## src/rtl/tart_acquire_ctrl_pkg.sv

```systemverilog
`default_nettype none
// ============================================================================
// Module   : tart_acquire_ctrl_pkg
// Purpose  : Shared constants for the TART acquisition/visibility controller:
//            register map, status bit positions, default widths and the
//            visibility-reader state encoding.
// Ports    : none (package)
// Revision : 1.0 - initial release
// ============================================================================
package tart_acquire_ctrl_pkg;

  localparam int DEF_WIDTH = 8;
  localparam int DEF_ACCUM = 24;
  localparam int DEF_BBITS = 6;

  // Register map (3-bit bus address)
  localparam logic [2:0] REG_DEBUG     = 3'd0;
  localparam logic [2:0] REG_STATUS    = 3'd1;
  localparam logic [2:0] REG_SAMPLE    = 3'd2;
  localparam logic [2:0] REG_CHECKSUM  = 3'd3;
  localparam logic [2:0] REG_VX        = 3'd4;
  localparam logic [2:0] REG_BLOCKSIZE = 3'd5;
  localparam logic [2:0] REG_SPARE     = 3'd6;
  localparam logic [2:0] REG_CTRL      = 3'd7;

  // Status register (address 1) bit positions
  localparam int STAT_AVAILABLE = 0;
  localparam int STAT_ACCESSED  = 1;
  localparam int STAT_STREAMED  = 2;
  localparam int STAT_ENABLED   = 3;

  typedef enum logic [1:0] {
    VX_IDLE = 2'd0,
    VX_WAIT = 2'd1,
    VX_DONE = 2'd2
  } vx_state_t;

endpackage
`default_nettype wire

```

## src/rtl/tart_vx_reader.sv

```systemverilog
`default_nettype none
// ============================================================================
// Module   : tart_vx_reader
// Purpose  : Bridges a host read of the visibility register onto the
//            byte-wide master bus of the correlator, and owns the visibility
//            byte pointer plus the block available/accessed flags.
// Ports    : clk, rst            - clock, async active-high reset
//            start               - host read of the visibility register seen
//            bus_cyc             - host cyc_i, used to abort a transfer
//            vx_ack              - correlator acknowledge
//            newblock            - correlator switched banks
//            done                - byte captured this cycle (ack next cycle)
//            vx_cyc_o, vx_stb_o  - master bus cycle/strobe
//            vx_blk_o            - visibility byte pointer
//            accessed, available - block flags
// Revision : 1.0 - initial release
// ============================================================================
module tart_vx_reader
  import tart_acquire_ctrl_pkg::*;
#(
  parameter int BBITS = DEF_BBITS
) (
  input  logic             clk,
  input  logic             rst,
  input  logic             start,
  input  logic             bus_cyc,
  input  logic             vx_ack,
  input  logic             newblock,
  output logic             done,
  output logic             vx_cyc_o,
  output logic             vx_stb_o,
  output logic [BBITS-1:0] vx_blk_o,
  output logic             accessed,
  output logic             available
);

  vx_state_t state, state_n;

  always_ff @(posedge clk or posedge rst) begin
    if (rst) begin
      state <= VX_IDLE;
    end else begin
      state <= state_n;
    end
  end

  // Dropping cyc_i wins over a simultaneous correlator ack: the host has
  // abandoned the cycle, so the byte is discarded and the pointer kept.
  always_comb begin
    state_n = state;
    done    = 1'b0;
    case (state)
      VX_IDLE: if (start) state_n = VX_WAIT;
      VX_WAIT: begin
        if (!bus_cyc) begin
          state_n = VX_IDLE;
        end else if (vx_ack) begin
          state_n = VX_DONE;
          done    = 1'b1;
        end
      end
      VX_DONE: state_n = VX_IDLE;
      default: state_n = VX_IDLE;
    endcase
  end

  assign vx_cyc_o = (state == VX_WAIT);
  assign vx_stb_o = (state == VX_WAIT);

  // The pointer advances in the cycle the host ack is visible (VX_DONE),
  // so the byte just returned belongs to the pre-increment address.
  always_ff @(posedge clk or posedge rst) begin
    if (rst) begin
      vx_blk_o  <= '0;
      accessed  <= 1'b0;
      available <= 1'b0;
    end else if (newblock) begin
      vx_blk_o  <= '0;
      accessed  <= 1'b0;
      available <= 1'b1;
    end else if (state == VX_DONE) begin
      vx_blk_o <= vx_blk_o + BBITS'(1);
      accessed <= 1'b1;
      if (vx_blk_o == {BBITS{1'b1}}) available <= 1'b0;
    end
  end

endmodule
`default_nettype wire

```

## src/rtl/tart_acquire_ctrl.sv

```systemverilog
`default_nettype none
// ============================================================================
// Module   : tart_acquire_ctrl
// Purpose  : 8-bit bus slave for TART acquisition control: debug/delay,
//            block-size and enable registers, DRAM sample handshake, status
//            read-back and the visibility read bridge to the correlator.
// Ports    : clk_i, rst_i                  - clock, async active-high reset
//            cyc_i/stb_i/we_i/adr_i/dat_i  - host bus inputs
//            ack_o/dat_o                   - host bus outputs
//            data_ready/data_request/data_in - DRAM sample handshake
//            spi_busy                      - mirrors cyc_i
//            vx_*                          - master bus to the correlator
//            newblock/streamed/checksum    - correlator status inputs
//            accessed/available/blocksize  - block status outputs
//            aq_debug_mode/aq_enabled/aq_sample_delay - acquisition controls
// Revision : 1.0 - initial release
// ============================================================================
module tart_acquire_ctrl
  import tart_acquire_ctrl_pkg::*;
#(
  parameter int WIDTH = DEF_WIDTH,
  parameter int ACCUM = DEF_ACCUM,
  parameter int BBITS = DEF_BBITS
) (
  input  logic             clk_i,
  input  logic             rst_i,
  input  logic             cyc_i,
  input  logic             stb_i,
  input  logic             we_i,
  output logic             ack_o,
  input  logic [2:0]       adr_i,
  input  logic [WIDTH-1:0] dat_i,
  output logic [WIDTH-1:0] dat_o,
  input  logic             data_ready,
  output logic             data_request,
  input  logic [23:0]      data_in,
  output logic             spi_busy,
  output logic             vx_cyc_o,
  output logic             vx_stb_o,
  output logic             vx_we_o,
  input  logic             vx_ack_i,
  output logic [BBITS-1:0] vx_blk_o,
  input  logic [7:0]       vx_dat_i,
  input  logic             newblock,
  input  logic             streamed,
  input  logic [ACCUM-1:0] checksum,
  output logic             accessed,
  output logic             available,
  output logic [ACCUM-1:0] blocksize,
  output logic             aq_debug_mode,
  output logic             aq_enabled,
  output logic [2:0]       aq_sample_delay
);

  logic             bus_req;
  logic             vx_start;
  logic             vx_done;
  logic [4:0]       log2_n;
  logic [7:0]       sample_byte;
  logic [WIDTH-1:0] rd_data;
  logic             unused_bits;

  // A strobe is only taken while ack_o is low, giving exactly one ack per
  // strobe and a one-cycle turnaround for back-to-back accesses.
  assign bus_req  = cyc_i && stb_i && !ack_o;
  assign vx_start = bus_req && (adr_i == REG_VX);

  assign spi_busy  = cyc_i;
  assign vx_we_o   = 1'b0;
  assign blocksize = (ACCUM'(1) << log2_n) - ACCUM'(1);

  assign unused_bits = ^{data_in[23:8], checksum[ACCUM-1:8], dat_i[6:5]};

  tart_vx_reader #(
    .BBITS (BBITS)
  ) u_vx_reader (
    .clk       (clk_i),
    .rst       (rst_i),
    .start     (vx_start),
    .bus_cyc   (cyc_i),
    .vx_ack    (vx_ack_i),
    .newblock  (newblock),
    .done      (vx_done),
    .vx_cyc_o  (vx_cyc_o),
    .vx_stb_o  (vx_stb_o),
    .vx_blk_o  (vx_blk_o),
    .accessed  (accessed),
    .available (available)
  );

  always_comb begin
    rd_data = '0;
    case (adr_i)
      REG_DEBUG:     rd_data = WIDTH'({aq_debug_mode, 4'b0000, aq_sample_delay});
      REG_STATUS:    rd_data = WIDTH'({aq_enabled, streamed, accessed, available});
      REG_SAMPLE:    rd_data = WIDTH'(sample_byte);
      REG_CHECKSUM:  rd_data = WIDTH'(checksum[7:0]);
      REG_BLOCKSIZE: rd_data = WIDTH'(log2_n);
      REG_CTRL:      rd_data = WIDTH'(aq_enabled);
      default:       rd_data = '0;
    endcase
  end

  always_ff @(posedge clk_i or posedge rst_i) begin
    if (rst_i) begin
      ack_o           <= 1'b0;
      dat_o           <= '0;
      aq_debug_mode   <= 1'b0;
      aq_sample_delay <= 3'd0;
      log2_n          <= 5'd0;
      aq_enabled      <= 1'b0;
    end else begin
      ack_o <= 1'b0;
      if (vx_done) begin
        ack_o <= 1'b1;
        dat_o <= WIDTH'(vx_dat_i);
      end else if (bus_req && (adr_i != REG_VX)) begin
        ack_o <= 1'b1;
        dat_o <= rd_data;
        if (we_i) begin
          case (adr_i)
            REG_DEBUG: begin
              aq_debug_mode   <= dat_i[7];
              aq_sample_delay <= dat_i[2:0];
            end
            REG_BLOCKSIZE: log2_n     <= dat_i[4:0];
            REG_CTRL:      aq_enabled <= dat_i[0];
            default: ;
          endcase
        end
      end
    end
  end

  // Requests are spaced at least one cycle apart so the DRAM side can drop
  // data_ready before the next sample is consumed.
  always_ff @(posedge clk_i or posedge rst_i) begin
    if (rst_i) begin
      data_request <= 1'b0;
      sample_byte  <= 8'h00;
    end else begin
      data_request <= aq_enabled && data_ready && !data_request;
      if (aq_enabled && data_ready && !data_request) begin
        sample_byte <= data_in[7:0];
      end
    end
  end

endmodule
`default_nettype wire

```

## config.mk

```make
export PLATFORM = sky130hd
export DESIGN_NAME = tart_acquire_ctrl
export DESIGN_NICKNAME = d
export VERILOG_FILES = /design/src/rtl/tart_acquire_ctrl_pkg.sv /design/src/rtl/tart_vx_reader.sv /design/src/rtl/tart_acquire_ctrl.sv
export SDC_FILE = /design/constraint.sdc
export NUM_CORES = 1
export LEC_CHECK = 0
export CAP_MARGIN = 20
export CORE_AREA = 2 2 69 97
export DETAILED_ROUTE_END_ITERATION = 10
export DIE_AREA = 0 0 71 99
export PLACE_DENSITY_LB_ADDON = 0.08
export SYNTH_ARGS = -nofsm -noshare
export SYNTH_HDL_FRONTEND = slang
export SYNTH_SLANG_ARGS = --single-unit
```

## constraint.sdc

```tcl
create_clock -name clk_i -period 2.5 [get_ports clk_i]
set_input_delay 0.5 -clock clk_i [delete_from_list [all_inputs] [get_ports clk_i]]
set_output_delay 0.5 -clock clk_i [all_outputs]
set_load 0.01 [all_outputs]
```

-- After elaboration in Yosys (flattened, before gate mapping)
Cells that the tools add are included.
- bits in registers: 38
- bits of input ports: 76
- output and inout bits: 51
- word-level logic and storage cells: 65
- $add $sub $neg: 2
- equality and inequality tests: 12
- shift operators: 1
- multiplexer cells: 19
- bitwise logic cells: 1
- reduce and logical (&&, ||, !) cells: 18
- operators with widths (operator ; count):
    $pmux 8 s6 ; 1
    $shl 1x5->24 const A ; 1
    $sub 24x2->24 const B ; 1
    $mux 8 ; 2
    $mux 6 ; 2
    $reduce_and 4->1 ; 3
    $mux 1 ; 10
    $eq 3x3->1 const B ; 3
    $add 6x1->6 const B ; 1
    $eq 3x2->1 const B ; 2
    $eq 6x6->1 const B ; 1
    $logic_and 1x1->1 ; 6
    $mux 2 ; 3
    $reduce_bool 2->1 ; 3
    $pmux 2 s2 ; 1
    $reduce_and 2->1 ; 2
    $eq 3x1->1 const B ; 1
    $logic_not 3->1 ; 1
    $ne 3x2->1 const B ; 1
    $ne 3x3->1 const B ; 1
    $eq 2x1->1 const B ; 1
    $eq 2x2->1 const B ; 1
    $logic_not 1->1 ; 2
    $logic_not 2->1 ; 1
    2 further kinds ; 2

-- Longest topological paths before layout
- word-level depth: 5
- depth in mapped cells: 9
- depth with buffers taken out: 7

-- Cells and area by module
Synthesis repeated with hierarchy kept, for this count alone.
- cell total of the unflattened synthesis: 276
- area, all modules: 2469.9 µm²
- modules (own cells, without submodules) (module ; times used ; cells an instance ; area an instance (µm²) ; seq. area each (µm²)):
    tart_acquire_ctrl ; 1 ; 229 ; 1968.1 ; 700.7
    tart_vx_reader ; 1 ; 47 ; 501.7 ; 250.2

-- Worst setup path before layout
Ideal clock, no wire load.
- kind: register -> output
- from: register log2_n[2]
- to: output blocksize[10]
- arrival time: 1879 ps
- data required time: 2000 ps
- setup slack: 121 ps
- stages on the path, launching flop included: 9
- buffers on the path: 1
- cells stage by stage: dfrtp_1 > nor3_1 > nand2_1 > ha_1 > clkbuf_1 > or4_1 > nand2_1 > nand3_1 > o211ai_1
- word-level cells in the longest chain between the ends: 2
- RTL lines (what ; line ; RTL):
    start: declaration ; tart_acquire_ctrl.sv:58 ; logic [4:0] log2_n;
    start signal: assignment ; tart_acquire_ctrl.sv:126 ; REG_BLOCKSIZE: log2_n <= dat_i[4:0];
    $shl 1x5->24 ; tart_acquire_ctrl.sv:70 ; assign blocksize = (ACCUM'(1) << log2_n) - ACCUM'(1);
    $sub 24x2->24 ; tart_acquire_ctrl.sv:70 ;
    end: declaration ; tart_acquire_ctrl.sv:49 ; output logic [ACCUM-1:0] blocksize,
No other way between the ends.

-- Worst setup path in the final report
Ends and elaborated chain as after synthesis.

==> impl_metrics.yaml <==
status:
  outcome: "complete, but fails checks"
  violations: "setup timing"
worst_setup_path:
  rrSetupSlack_ps: 980
  crit_chain: "nor3_4 > nand3_2 > ha_4 > or4_1 > nand2_1 > nand3_1 > o211ai_1 > buf_2"
  cpPeakStageDelay_ps: 420
  required_ps: 2000
  crit_buf_inv: 1
  rr_endpoint: "u_vx_reader.available"
  end_kind: "output pin"
  r2r-start: "u_vx_reader.state[0]"
  worstPathMaxFanout: 4
  worstSetupPathType: "reg -> out"
  r2r_cells: 4
  cp_slowest_cell: "dfrtp_1"
  setup.worst_path.start_class: "register"
  critPathTopFamily: "simple AND/OR/NAND/NOR gates"
  arrival_ps: 2080
sta:
  hold_viol: 0
  finalCritPeriodShare_pct: 103
  clock_skew_ps: 5.00
  hold_ws_ps: 474
  fmax_mhz: 387
  fin_ws_ps: -85.0
  slew_violations: 0
  finalSetupViolCount: 6
  rsz0062_at_grt: "true"
  worstMarginPinSlew_ps: 560
  slew_headroom_pct: 62.6
  period_minus_slack_ps: 2580
routing:
  wl_per_cell_microns: 14.7
  drc: 0
  routed-via-count: 2235
  dr.first_iter.drc_count: 38
  ant_nets: 0
  routed_via_density: 5.15
  routed_wirelength_microns: 6380
  dr.pass1.iters: 4
grt:
  antenna_found_initial: 0
  grt_pass1_wl_microns: 10300
  first_global_vias: 2126
  grt_max_degree: 39
  grt_remaining_overflow: 0
  globalRouteTotalUtil_pct: 18.3
clock_tree:
  htreeDepth: 2
  cts_root_buf: "clkbuf_8"
  clockBufferDepth: 2
  cts_inserted_buffers: 5
  clk_pin_slew_ps: 70
  clk_latency_ps: 280
  tritoncts: "built"
  cts_hold_buffers: 0
  clock_sinks: 38
place:
  hpwl_microns: 4860
  port_buffers: 91
  place_ws_ps: -306
  post-place-cells: 424
  gp_congestion: 0.877
synthesis:
  synth_area_sq_um: 2340
  syn_inst: 256
  synth-compound-area-share_pct: 16.3
  synth_ff_type: "dfrtp_1"
  synth_top_family_by_area: "simple AND/OR/NAND/NOR gates"
  synthMuxAreaShare_pct: 10.3
  ys_ff_latch: 38
  yosysWarnings: 0
  syn_nets: 334
  synth-simple-area-share_pct: 22.9
  yosysUniqueCellTypes: 52
  synth_edf_count: 0
  synth_fa_ha_area_share_pct: 1.07
  syn_avg_cell_area_sq_um: 9.14
  yosysSeqAreaShare_pct: 40.6
  synth_xor_area_share_pct: 2.25
  async_flop_share_pct: 100
min_path:
  min-delay-path-class: "reg -> reg"
  min-delay-start: "sample_byte[0]"
  hold_end: "sample_byte[0]"
  min_path_cells: 2
power:
  vdd_drop_max_v: 0.000453
  leakagePower_nw: 1.61
  power.density_nw_per_um2: 703
floorplanning:
  placementRows: 34
  fp.dieArea_sq_um: 7030
  start_util_pct: 37.9
  core_region_area_sq_um: 6170
  fp.dieW_microns: 71
  ios: 127
  die_h_microns: 99
layout:
  antenna_cells: 0
  fin_cells: 434
  layout_commonest_cell: "clkdlybuf4s50_1"
  fin_nets: 439
  drive_above_1_share_pct: 22.4
  final_cell_mix: "clkdlybuf4s50_1 (80), dfrtp_1 (38), nand2_1 (35)"
  synthToLayoutAreaGrowth_pct: 53.2
flow_run:
  maxCapViolations: 0
==> cell usage after synthesis (2+ instances only) <==
| library cell | number | area share [%] |
|---|---|---|
| o22ai_1 | 3 | 0.80 |
| xnor2_1 | 2 | 0.75 |
| nor2_1 | 18 | 2.9 |
| o21ai_0 | 16 | 3.4 |
| mux2i_1 | 8 | 3.4 |
| and2_1 | 4 | 1.1 |
| nand3b_1 | 5 | 1.6 |
| and3_1 | 2 | 0.53 |
| a31oi_1 | 2 | 0.53 |
| buf_2 | 8 | 1.7 |
| clkbuf_1 | 6 | 0.96 |
| nand4_1 | 3 | 0.80 |
| inv_1 | 10 | 1.6 |
| mux2_2 | 12 | 5.8 |
| a21boi_0 | 2 | 0.64 |
| nand2b_1 | 4 | 1.1 |
| dfrtp_1 | 38 | 41 |
| nor2b_1 | 7 | 1.9 |
| nand3_1 | 4 | 0.86 |
| a221o_1 | 3 | 1.3 |
| or3_1 | 2 | 0.53 |
| buf_4 | 4 | 1.3 |
| a22o_1 | 3 | 1.1 |
| nand2_1 | 38 | 6.1 |
| a32oi_1 | 3 | 1.1 |
| a21oi_1 | 7 | 1.5 |
| ha_1 | 2 | 1.1 |
| nor3_1 | 5 | 1.1 |
| xor2_1 | 4 | 1.5 |
| a22oi_1 | 8 | 2.6 |
| or2_2 | 2 | 0.53 |
==> state kept, by name, summed over array words and instances (netlist names) <==
| register | flops |
|---|---|
| ack_o | 1 |
| aq_debug_mode | 1 |
| aq_enabled | 1 |
| aq_sample_delay | 3 |
| dat_o | 8 |
| data_request | 1 |
| log2_n | 5 |
| sample_byte | 8 |
| u_vx_reader.accessed | 1 |
| u_vx_reader.available | 1 |
| u_vx_reader.state | 2 |
| u_vx_reader.vx_blk_o | 6 |
==> worst max-delay path by stage <==
stage,start,cells past startpoint,endpoint
floorplan,log2_n[2],8,blocksize[10]
global placement,log2_n[2],8,blocksize[10]
detailed placement,log2_n[2],8,blocksize[10]
CTS,log2_n[4],8,blocksize[10]
global route,log2_n[2],8,blocksize[10]
finish,log2_n[2],8,blocksize[10]
==> through the flow <==
stage / cell area (sq um) / utilization (%) / TNS (ps) / power [mW]
floorplan: 2340 / - / 0 / 1.41
global placement: 3420 / 55.5 / -2240 / 2.03
detailed placement: 3420 / 55.5 / -2310 / 2.05
CTS: 3540 / 57.3 / -157 / 2.48
global route: 3580 / 58.1 / -1540 / 2.69
finish: 3580 / 58.1 / -308 / 2.52
==> final cells by class <==
type	instances	area, sq um
Timing Repair Buffer	118	1070
Sequential cell	38	951
Clock buffer	7	86.3
Clock inverter	1	5.00
Tap cell	72	90.1
Inverter	11	43.8
Multi-Input combinational cell	187	1340
Fill cell	580	2580
==> where the power goes <==
group / internal (mW) / switching, mW / leakage (nW)
logic: 0.675 / 0.607 / 1.06
registers: 0.731 / 0.0799 / 0.497
clock network: 0.222 / 0.203 / 0.0482
==> worst register-to-register path: stages, from the launching register on <==
cell,delay [ps]
dfrtp_1,430
nor2b_1,480
nand4_1,220
o21ai_0,210
nand2b_1,70
==> kinds of logic (layout without fill, tap and decap cells) <==
family          count (synthesis)  in the layout
buf+inv                        31            137
simple gates                  102            102
xor+xnor                        6              6
compound gates                 55             55
flops                          38             38
fa+ha+maj                       2              2
other cells                     1              1
mux                            21             21
==> timing repair <==
| action | 4_1_cts | 5_1_grt |
|---|---|---|
| pin swaps | 5 | 9 |
| gates resized for setup | 49 | 21 |
| setup buffers | 1 | 1 |
| setup endpoints to repair | 11 | 13 |
==> metal layers <==
layer | wire length, microns | vias up | global-route usage, %
met2 | 3450 | 67 | 32.8
li1 | - | 1105 | -
met5 | 0 | - | 0
met4 | 101 | 0 | 6.82
met3 | 287 | 9 | 2.45
met1 | 2540 | 1054 | 22.1
No activity file was read; power rests on OpenSTA's default activity.
